==> config.mk <==
export PLATFORM = sky130hd
export DESIGN_NAME = egr_pkt_arb
export DESIGN_NICKNAME = d
export VERILOG_FILES = /design/src/rtl/egr_pkt_arb_pkg.sv /design/src/rtl/egr_pkt_arb_rr_pick.sv /design/src/rtl/egr_pkt_arb.sv
export SDC_FILE = /design/constraint.sdc
export NUM_CORES = 1
export LEC_CHECK = 0
export ABC_AREA = 0
export CAP_MARGIN = 0
export CORE_MARGIN = 4
export CORE_UTILIZATION = 28
export CTS_CLUSTER_SIZE = 16
export DETAILED_ROUTE_END_ITERATION = 7
export PLACE_DENSITY = 0.58
export SLEW_MARGIN = 20
export SYNTH_ARGS = -nofsm -noshare
export SYNTH_HDL_FRONTEND = slang
export SYNTH_SLANG_ARGS = --single-unit
==> constraint.sdc <==
create_clock -name clk -period 5.1 [get_ports clk]
set_input_delay 1.02 -clock clk [delete_from_list [all_inputs] [get_ports clk]]
set_output_delay 1.02 -clock clk [all_outputs]
set_load 0.05 [all_outputs]
==> src/rtl/egr_pkt_arb_pkg.sv <==
// rtl/egr_pkt_arb_pkg.sv - shared packet-format fields and PCC codes for the egress arbiter
package egr_pkt_arb_pkg;

  // Packet-format word: 32-bit payload with a 2-bit PCC field on top
  localparam int PFW_SZ  = 34;
  localparam int PCC_SZ  = 2;
  localparam int PRW_PCC = 32;

  typedef enum logic [1:0] {
    PCC_DATA   = 2'b00,
    PCC_SOP    = 2'b01,
    PCC_EOP    = 2'b10,
    PCC_BADEOP = 2'b11
  } pcc_t;

  function automatic pcc_t get_pcc(input logic [PFW_SZ-1:0] w);
    return pcc_t'(w[PRW_PCC +: PCC_SZ]);
  endfunction

  function automatic logic [PFW_SZ-1:0] set_pcc(input logic [PFW_SZ-1:0] w, input pcc_t p);
    logic [PFW_SZ-1:0] r;
    r = w;
    r[PRW_PCC +: PCC_SZ] = p;
    return r;
  endfunction

  // EOP and BADEOP both close a packet
  function automatic logic is_end(input pcc_t p);
    return (p == PCC_EOP) || (p == PCC_BADEOP);
  endfunction

endpackage

==> src/rtl/egr_pkt_arb_rr_pick.sv <==
// rtl/egr_pkt_arb_rr_pick.sv - rotating-priority find-first over a request vector
module egr_pkt_arb_rr_pick #(
  parameter int num_ports = 4,
  parameter int ptr_w     = 2
) (
  input  logic [num_ports-1:0] req,
  input  logic [ptr_w-1:0]     start,
  output logic [num_ports-1:0] sel,
  output logic                 found
);

  // Walk from start upward with wrap; the first set request wins
  always_comb begin
    logic [ptr_w-1:0] idx;
    idx   = '0;
    sel   = '0;
    found = 1'b0;
    for (int i = 0; i < num_ports; i++) begin
      idx = ptr_w'((int'(start) + i) % num_ports);
      if (!found && req[idx]) begin
        sel[idx] = 1'b1;
        found    = 1'b1;
      end
    end
  end

endmodule

==> src/rtl/egr_pkt_arb.sv <==
// rtl/egr_pkt_arb.sv - packet-granular round-robin arbiter with framing enforcement
module egr_pkt_arb
  import egr_pkt_arb_pkg::*;
#(
  parameter int num_ports = 4,
  parameter int max_len   = 1518,
  parameter int len_sz    = 12
) (
  input  logic                        clk,
  input  logic                        reset,
  input  logic [num_ports-1:0]        r_srdy,
  output logic [num_ports-1:0]        r_drdy,
  input  logic [num_ports*PFW_SZ-1:0] r_data,
  output logic                        p_srdy,
  input  logic                        p_drdy,
  output logic [PFW_SZ-1:0]           p_data,
  output logic [num_ports-1:0]        p_grant
);

  localparam int PTR_W = $clog2(num_ports);
  localparam logic [len_sz-1:0] LAST_BODY = len_sz'(max_len - 1);

  typedef enum logic [1:0] {s_idle, s_packet, s_flush} state_t;

  state_t                 state, nxt_state;
  logic [num_ports-1:0]   gnt, nxt_gnt;
  logic [PTR_W-1:0]       rr_ptr, nxt_rr_ptr;
  logic [len_sz-1:0]      wcnt, nxt_wcnt;

  logic [PFW_SZ-1:0]      port_word [num_ports];
  logic [num_ports-1:0]   sel_oh;
  logic                   sel_found;
  logic [PTR_W-1:0]       sel_idx, gnt_idx, ptr_after_gnt;
  logic [PFW_SZ-1:0]      sel_word, gnt_word;
  pcc_t                   sel_pcc, gnt_pcc;
  logic                   gnt_srdy;
  logic                   p_srdy_c;
  logic [num_ports-1:0]   drdy_c;

  egr_pkt_arb_rr_pick #(
    .num_ports (num_ports),
    .ptr_w     (PTR_W)
  ) u_rr_pick (
    .req   (r_srdy),
    .start (rr_ptr),
    .sel   (sel_oh),
    .found (sel_found)
  );

  // Slice the flat requester bus and encode the one-hot selects to indices
  always_comb begin
    sel_idx = '0;
    gnt_idx = '0;
    for (int i = 0; i < num_ports; i++) begin
      port_word[i] = r_data[i*PFW_SZ +: PFW_SZ];
      if (sel_oh[i]) sel_idx = PTR_W'(i);
      if (gnt[i])    gnt_idx = PTR_W'(i);
    end
  end

  assign sel_word      = port_word[sel_idx];
  assign gnt_word      = port_word[gnt_idx];
  assign sel_pcc       = get_pcc(sel_word);
  assign gnt_pcc       = get_pcc(gnt_word);
  assign gnt_srdy      = r_srdy[gnt_idx];
  assign ptr_after_gnt = PTR_W'((int'(gnt_idx) + 1) % num_ports);

  // Next-state and pass-through datapath; handshakes are combinational
  always_comb begin
    nxt_state  = state;
    nxt_gnt    = gnt;
    nxt_rr_ptr = rr_ptr;
    nxt_wcnt   = wcnt;
    p_srdy_c   = 1'b0;
    drdy_c     = '0;
    p_data     = gnt_word;
    case (state)
      s_idle: begin
        p_data = sel_word;
        if (sel_found) begin
          if (sel_pcc == PCC_SOP) begin
            p_srdy_c = 1'b1;
            drdy_c   = sel_oh & {num_ports{p_drdy}};
            if (p_drdy) begin
              nxt_state = s_packet;
              nxt_gnt   = sel_oh;
              nxt_wcnt  = len_sz'(1);
            end
          end else begin
            // Stray non-SOP word outside a packet is dropped
            drdy_c = sel_oh;
          end
        end
      end
      s_packet: begin
        if (gnt_srdy) begin
          p_srdy_c = 1'b1;
          if (is_end(gnt_pcc)) begin
            drdy_c = gnt & {num_ports{p_drdy}};
            if (p_drdy) begin
              nxt_state  = s_idle;
              nxt_gnt    = '0;
              nxt_rr_ptr = ptr_after_gnt;
            end
          end else if (gnt_pcc == PCC_SOP) begin
            // Close the open packet with BADEOP; the SOP itself stays pending
            p_data = set_pcc(gnt_word, PCC_BADEOP);
            if (p_drdy) begin
              nxt_state  = s_idle;
              nxt_gnt    = '0;
              nxt_rr_ptr = ptr_after_gnt;
            end
          end else if (wcnt == LAST_BODY) begin
            p_data = set_pcc(gnt_word, PCC_BADEOP);
            drdy_c = gnt & {num_ports{p_drdy}};
            if (p_drdy) nxt_state = s_flush;
          end else begin
            drdy_c = gnt & {num_ports{p_drdy}};
            if (p_drdy) nxt_wcnt = wcnt + len_sz'(1);
          end
        end
      end
      s_flush: begin
        if (gnt_srdy) begin
          if (gnt_pcc == PCC_SOP) begin
            nxt_state  = s_idle;
            nxt_gnt    = '0;
            nxt_rr_ptr = ptr_after_gnt;
          end else begin
            drdy_c = gnt;
            if (is_end(gnt_pcc)) begin
              nxt_state  = s_idle;
              nxt_gnt    = '0;
              nxt_rr_ptr = ptr_after_gnt;
            end
          end
        end
      end
      default: begin
        nxt_state = s_idle;
        nxt_gnt   = '0;
      end
    endcase
  end

  // Handshakes are held off for the whole reset pulse, not just at the edge
  assign r_drdy  = reset ? '0 : drdy_c;
  assign p_srdy  = reset ? 1'b0 : p_srdy_c;
  assign p_grant = gnt;

  // State, owner, round-robin pointer and word counter registers
  always_ff @(posedge clk or posedge reset) begin
    if (reset) begin
      state  <= s_idle;
      gnt    <= '0;
      rr_ptr <= '0;
      wcnt   <= '0;
    end else begin
      state  <= nxt_state;
      gnt    <= nxt_gnt;
      rr_ptr <= nxt_rr_ptr;
      wcnt   <= nxt_wcnt;
    end
  end

endmodule

# Word-level counts from Yosys, hierarchy flattened
# Cells that the tools add are included.
# Widths: inputs -> output; s select.
[classes]
n_mux = 98
reduce_logical = 18
n_addsub = 5
order_cmp = 11
bitwise = 7
n_eq_ne = 20
[op_table]
columns = ["operator", "n"]
rows = [
  ["$mux 34", 8],
  ["$bmux 34 s2", 2],
  ["$mux 12", 8],
  ["$mux 4", 22],
  ["$pmux 34 s2", 1],
  ["$mux 2", 23],
  ["$pmux 12 s2", 1],
  ["$pmux 4 s3", 2],
  ["$mux 1", 19],
  ["$ne 2x2->1 const B", 9],
  ["$lt 2x3->1 const B", 5],
  ["$add 12x1->12 const B", 1],
  ["$eq 12x11->1 const B", 1],
  ["$or 4x4->4", 3],
  ["$bmux 1 s2", 5],
  ["$reduce_and 9->1", 1],
  ["$and 4x4->4", 2],
  ["$demux 1 s2", 4],
  ["$ge 2x1->1 const B", 4],
  ["$ne 4x4->1 const B", 2],
  ["$reduce_and 8->1", 1],
  ["$logic_and 1x1->1", 7],
  ["$reduce_and 7->1", 1],
  ["$eq 2x1->1 const B", 3],
  ["other kinds (14)", 24],
]
[word_totals]
wordCells = 163
register_bits = 20
input_bits = 143

# Longest topological paths before layout
# Gate-level depths: netlist (run 1).
[depth]
word_depth = 24
mapped_depth = 14
ltp_nobuf = 11

# Modules after synthesis
# A second synthesis (run 1) with hierarchy kept.
[unflattened]
cells_unflattened = 651
hier_area_um2 = 4331.7
[by_module_without_submodules]
columns = ["module", "n_inst", "area_per_inst_um2", "cells_per_inst", "seq_area_each_um2"]
rows = [
  ["egr_pkt_arb", 1, 3837.4, 589, 500.5],
  ["egr_pkt_arb_rr_pick", 1, 494.2, 62, 0.0],
]

# Worst setup path after synthesis (run 1)
# OpenSTA, ideal clock, no wires.
[synth_path]
path_type = "input port to output port"
start = "in r_srdy[0]"
end = "out r_drdy[3]"
cell_stages = 9
path_slack_ns = -0.031
arrival_time_ns = 4.111
n_path_buf = 3
cell_sequence = "buf_2 or3b_1 a2111oi_2 or2_2 o2bb2ai_1 clkbuf_1 buf_2 a32oi_1 nor3_1"
[synth_via]
elab_chain_len = 24
word_cells_on_any_way = 42
classes_between = "eq/ne: 1; mux: 30; bitwise: 5; reduce/logical: 6"
[synth_lines]
columns = ["element", "line_no", "source"]
rows = [
  ["from (decl)", "egr_pkt_arb.sv:11", "input logic [num_ports-1:0] r_srdy,"],
  ["$bmux 1 s2", "egr_pkt_arb_rr_pick.sv:20", "if (!found && req[idx]) begin"],
  ["$mux 1 (implied by the code)", "egr_pkt_arb_rr_pick.sv:20", ""],
  ["$mux 1", "egr_pkt_arb_rr_pick.sv:20", ""],
  ["$logic_not 1->1", "egr_pkt_arb_rr_pick.sv:20", ""],
  ["$logic_and 1x1->1", "egr_pkt_arb_rr_pick.sv:20", ""],
  ["$mux 1", "egr_pkt_arb_rr_pick.sv:20", ""],
  ["$logic_not 1->1", "egr_pkt_arb_rr_pick.sv:20", ""],
  ["$logic_and 1x1->1", "egr_pkt_arb_rr_pick.sv:20", ""],
  ["[... 7 more ...]", "-", ""],
  ["$not 2->3 (implied by the code)", "egr_pkt_arb.sv:61", "assign sel_word = port_word[sel_idx];"],
  ["$bmux 34 s2", "egr_pkt_arb.sv:61", ""],
  ["$mux 34 (implied by the code) (2 in series)", "egr_pkt_arb.sv:61", ""],
  ["$eq 2x1->1", "egr_pkt_arb.sv:81", "if (sel_pcc == PCC_SOP) begin"],
  ["$mux 4", "egr_pkt_arb.sv:81", ""],
  ["$mux 4", "egr_pkt_arb.sv:80", "if (sel_found) begin"],
  ["$pmux 4 s3 (*)", "egr_pkt_arb.sv:77", "case (state)"],
  ["$mux 4 (*)", "egr_pkt_arb.sv:147", "assign r_drdy = reset ? '0 : drdy_c;"],
  ["to (decl)", "egr_pkt_arb.sv:12", "output logic [num_ports-1:0] r_drdy,"],
]
# Mark *: on every way between the ends. The rest lies on a longest branch, timed or not. The select of a mux whose other input is x is not followed.

# Final worst setup path (run 1)
[layout_path]
start = "reg rr_ptr[1]"
end = "out r_drdy[3]"
[layout_via]
elab_chain_len = 24
word_cells_on_any_way = 61
classes_between = "add/sub: 3; order compare: 8; eq/ne: 1; mux: 34; bitwise: 5; reduce/logical: 10"
[layout_lines]
columns = ["element", "line_no", "source"]
rows = [
  ["from (decl)", "egr_pkt_arb.sv:27", "logic [PTR_W-1:0] rr_ptr, nxt_rr_ptr;"],
  ["from (signal assigned)", "egr_pkt_arb.sv:161", "rr_ptr <= nxt_rr_ptr;"],
  ["parallel branches: the longest is 21 deep, another holds $lt 2x3->1", "-", ""],
  ["$mux 4 (*)", "egr_pkt_arb.sv:80", ""],
  ["$pmux 4 s3 (*)", "egr_pkt_arb.sv:77", ""],
  ["$mux 4 (*)", "egr_pkt_arb.sv:147", ""],
]
# Every way passes the cells marked *. The select of a mux whose other input is x is not followed.

==> results of run 1 <==
## flip-flops by register name (all words and copies together), names as in the netlist
signal	count
state	2
p_grant	4
wcnt	12
rr_ptr	2
## worst max-delay path by stage
| stage | to | slack [ns] | cells after the start |
|---|---|---|---|
| floorplan | r_drdy[0] | 0.009 | 10 |
| global placement | p_data[8] | 0.04 | 12 |
| detailed placement | p_data[8] | -0.05 | 12 |
| CTS | p_data[8] | 0.008 | 12 |
| global route | r_drdy[3] | 0.008 | 12 |
| finish | r_drdy[3] | 0.14 | 12 |
## cells in the mapped netlist, drive strengths merged (3+ instances only)
library cell    n  area, um2
o2bb2ai         3       26.3
o211ai          4       35.0
o22ai          37        231
nand3b          4       30.0
nor3            7       35.0
a211oi         33        248
buf            21        116
inv            18       67.6
or2             4       25.0
o21ai          20        115
or3b            3       26.3
and2            4       25.0
mux4            3       67.6
a21oi         104        528
a22o            7       61.3
nand3           6       30.0
a31oi           4       25.0
clkbuf         31        116
nor2          120        453
nor2b           6       37.5
a2111oi         3       57.6
nand2          29        109
dfrtp          20        500
ha             12        150
mux2i          73        731
nand2b          4       25.0
a22oi           3       22.5
a2bb2oi         3       26.3
## placed cells by master (no fill, tap or decap), drive strengths merged, types with 2 or more instances in the layout
cell | Yosys | final
nor2 | 120 | 120
mux4 | 3 | 3
clkinv | 2 | 2
a31oi | 4 | 4
nand2 | 29 | 29
clkdlybuf4s50 | 0 | 142
nor3 | 7 | 7
and2 | 4 | 4
nor2b | 6 | 6
clkbuf | 31 | 4
mux2i | 73 | 73
dfrtp | 20 | 20
and3 | 2 | 2
nor4 | 2 | 2
a2111oi | 3 | 3
a211oi | 33 | 33
o22ai | 37 | 37
nand2b | 4 | 4
or3b | 3 | 3
nand3b | 4 | 4
a21oi | 104 | 104
a32o | 2 | 2
o211ai | 4 | 4
o21bai | 2 | 2
or2 | 4 | 4
a22oi | 3 | 3
a2bb2oi | 3 | 3
o2bb2ai | 3 | 3
buf | 21 | 61
dlymetal6s2s | 0 | 3
o21ai | 20 | 20
inv | 18 | 18
nand3 | 6 | 6
a22o | 7 | 7
ha | 12 | 12
## per-stage QoR
step	hold WS, ns	instance area, um2	setup TNS [ns]	cells	setup WS [ns]
2_1_floorplan	0.486	4140	0	612	0.00900
3_3_place_gp	0.508	6610	0	951	0.0393
3_5_place_dp	0.520	6610	-0.133	951	-0.0463
4_1_cts	0.539	6710	0	955	0.00816
5_1_grt	0.571	6740	0	955	0.00834
6_report	0.537	6740	0	955	0.144
## cells by family after synthesis
group / after synthesis / share of synthesized area, %
adder cells (fa/ha/maj): 12 / 3.63
multiplexers: 76 / 19.3
flip-flops: 20 / 12.1
AND/OR/NAND/NOR: 194 / 20.4
buffers and inverters: 72 / 7.44
AO/OA/AOI/OAI: 238 / 37.2
## layout make-up
cell class	instances	share of cell area (%)
multi-input combinational	520	50.8
timing repair buffer	207	36.0
sequential	20	7.50
tap	184	3.42
clock buffer	4	1.17
inverter	20	1.11
## layer usage
metal	vias up	share of wire, %
met5	-	0
met4	0	2.2
met3	28	9.5
met2	225	50
met1	2486	38
li1	2575	-
## worst max-delay path, stage by stage, from the launching register on
cell and delay [ns]:
dfrtp_2 0.47, inv_1 0.13, ha_1 0.46, mux4_2 0.64, or3b_1 0.44, a21oi_4 0.23
nor2_4 0.05, a311oi_2 0.33, o211ai_2 0.18, or2_1 0.27, a32oi_1 0.23, nor3_2 0.08
buf_12 0.16
## what timing repair did
action                     CTS  global route
gates resized for setup      5             8
pin swaps                    2             2
setup endpoints to repair    8            37
==> summary.md, run 1 <==
| Metric | Value |
|---|---|
| GRT Max-Usage Layer | met2 |
| Clock Path Buffers | 2 |
| Die Area | between 0.015 and 0.02 mm2 |
| Synthesized flop and latch total | 20 |
| RR Startpoint | rr_ptr[1] |
| Tcrit/Tclk final | 97.2% |
| Post-synthesis instance area | 0.00414 mm2 |
| Worst Setup SP | rr_ptr[1] |
| Hold Path Stages | 1 |
| Worst Path Class, Setup | flop to output pin |
| Seq. cell area | about 500 um2 |
| Met1 usage | around 23% |
| Post-synth EDFFs | 0 |
| Clock Tree Root | clkbuf_16 |
| Ys flop type | dfrtp_1 |
| Post-CTS Setup Inserts | 0 |
| Worst hold-check path type | flop to flop |
| RSZ-0062 raised after global routing | no |
| First drt pass iteration count | 5 |
| Initial Util | 28.5% |
| Tightest Pin Transition | roughly 0.83 ns |
| Worst setup SP type | flop |
| Initial antenna violation count | 0 |
| DRC Markers | 0 |
| DR vias | 5314 |
| Critical path fanouts, max | 8 |
| I/O pin count | about 190 |
| Outcome | complete, no violations |
| Register area share after synthesis | 12.1% |
| Die height | 130 um |
| Worst-path clk slew | approximately 0.060 ns |
| Hold path startpoint | p_grant[0] |
| Crit path capture type | output pin |
| TritonCTS clock tree | yes |
| DP HPWL | around 13 mm |
| Total grt overflow | 0 |
| H-tree depth | 1 |
| PortBufs | 185 |
| CTS buffer count | 3 |
| Nets | between 900 and 1000 |
| Syn avg cell area | just under 7 um2 |
| Area delta synth->final | 62.8% |
| Grt met2 use | between 30% and 40% |
| Final min period | 4.96 ns |
| Final Wtd Congestion | around 0.87 |
| Relative slew slack | around 44% |
| CTS hold repair buffers | 0 |
| Row count | 44 |
| Layout cell share with drive strength beyond 1 | between 10% and 20% |
| Vias/cell | approximately 5.6 |
| Area of the multi-input gates | between 0.003 and 0.004 mm2 |
| Syn nets | 767 |
| Hold Violations, Final | 0 |
| Reg2reg end | wcnt[10] |
| CP Data Required Time | around 4 ns |
| Worst-Skew Late Latency | 0.25 ns |
| Vias in the first global route | 5381 |
| Wirelength per Cell | between 15 and 20 um |
| GR met3 Demand/Resource | 6.92% |
| Ys Warns | 0 |
| Gr usage total | 20.2% |
| WL final | ~18 mm |
| Die Width | 130 um |
| Max Freq | between 200 and 250 MHz |
| Core Region | 0.0145 mm2 |
| Syn Inst Count | about 610 |
| CP arrival | 3.94 ns |
| Reg2Reg Setup Slack | 0.99 ns |
| DRC marker count from the first detailed-route iteration | 262 |
| FILL cells | between 1000 and 1500 |
| Antenna cell count | 0 |
| Setup-failing EPs final | 0 |
| Hold endpoint | p_grant[0] |
| Final core utilization | approximately 46% |
| FF-to-FF path depth | 12 |
| Global-route wire length before repair | roughly 28 mm |
| Final Skew | 0.00628 ns |
| Largest net degree at the start of global routing | 68 |
| Max cap viols | 0 |
| Synth unique cells | 60 |
| Fraction of registers with async set/reset | 100% |
| DRT antenna net count | 0 |
| Sink Count | 20 |
| Max-slew violation count | 0 |
Power of run 1 is not shown: default switching activity piles up to over one toggle a cycle in this logic, so the estimate is an artifact.
==> inputs of run 2 (changes only) <==
Settings changed: CTS_CLUSTER_DIAMETER set to 100.
==> results of run 2 <==
The final DEF is identical to that of run 1; final timing and power are the same.
Power of run 2 is left out for the same reason.
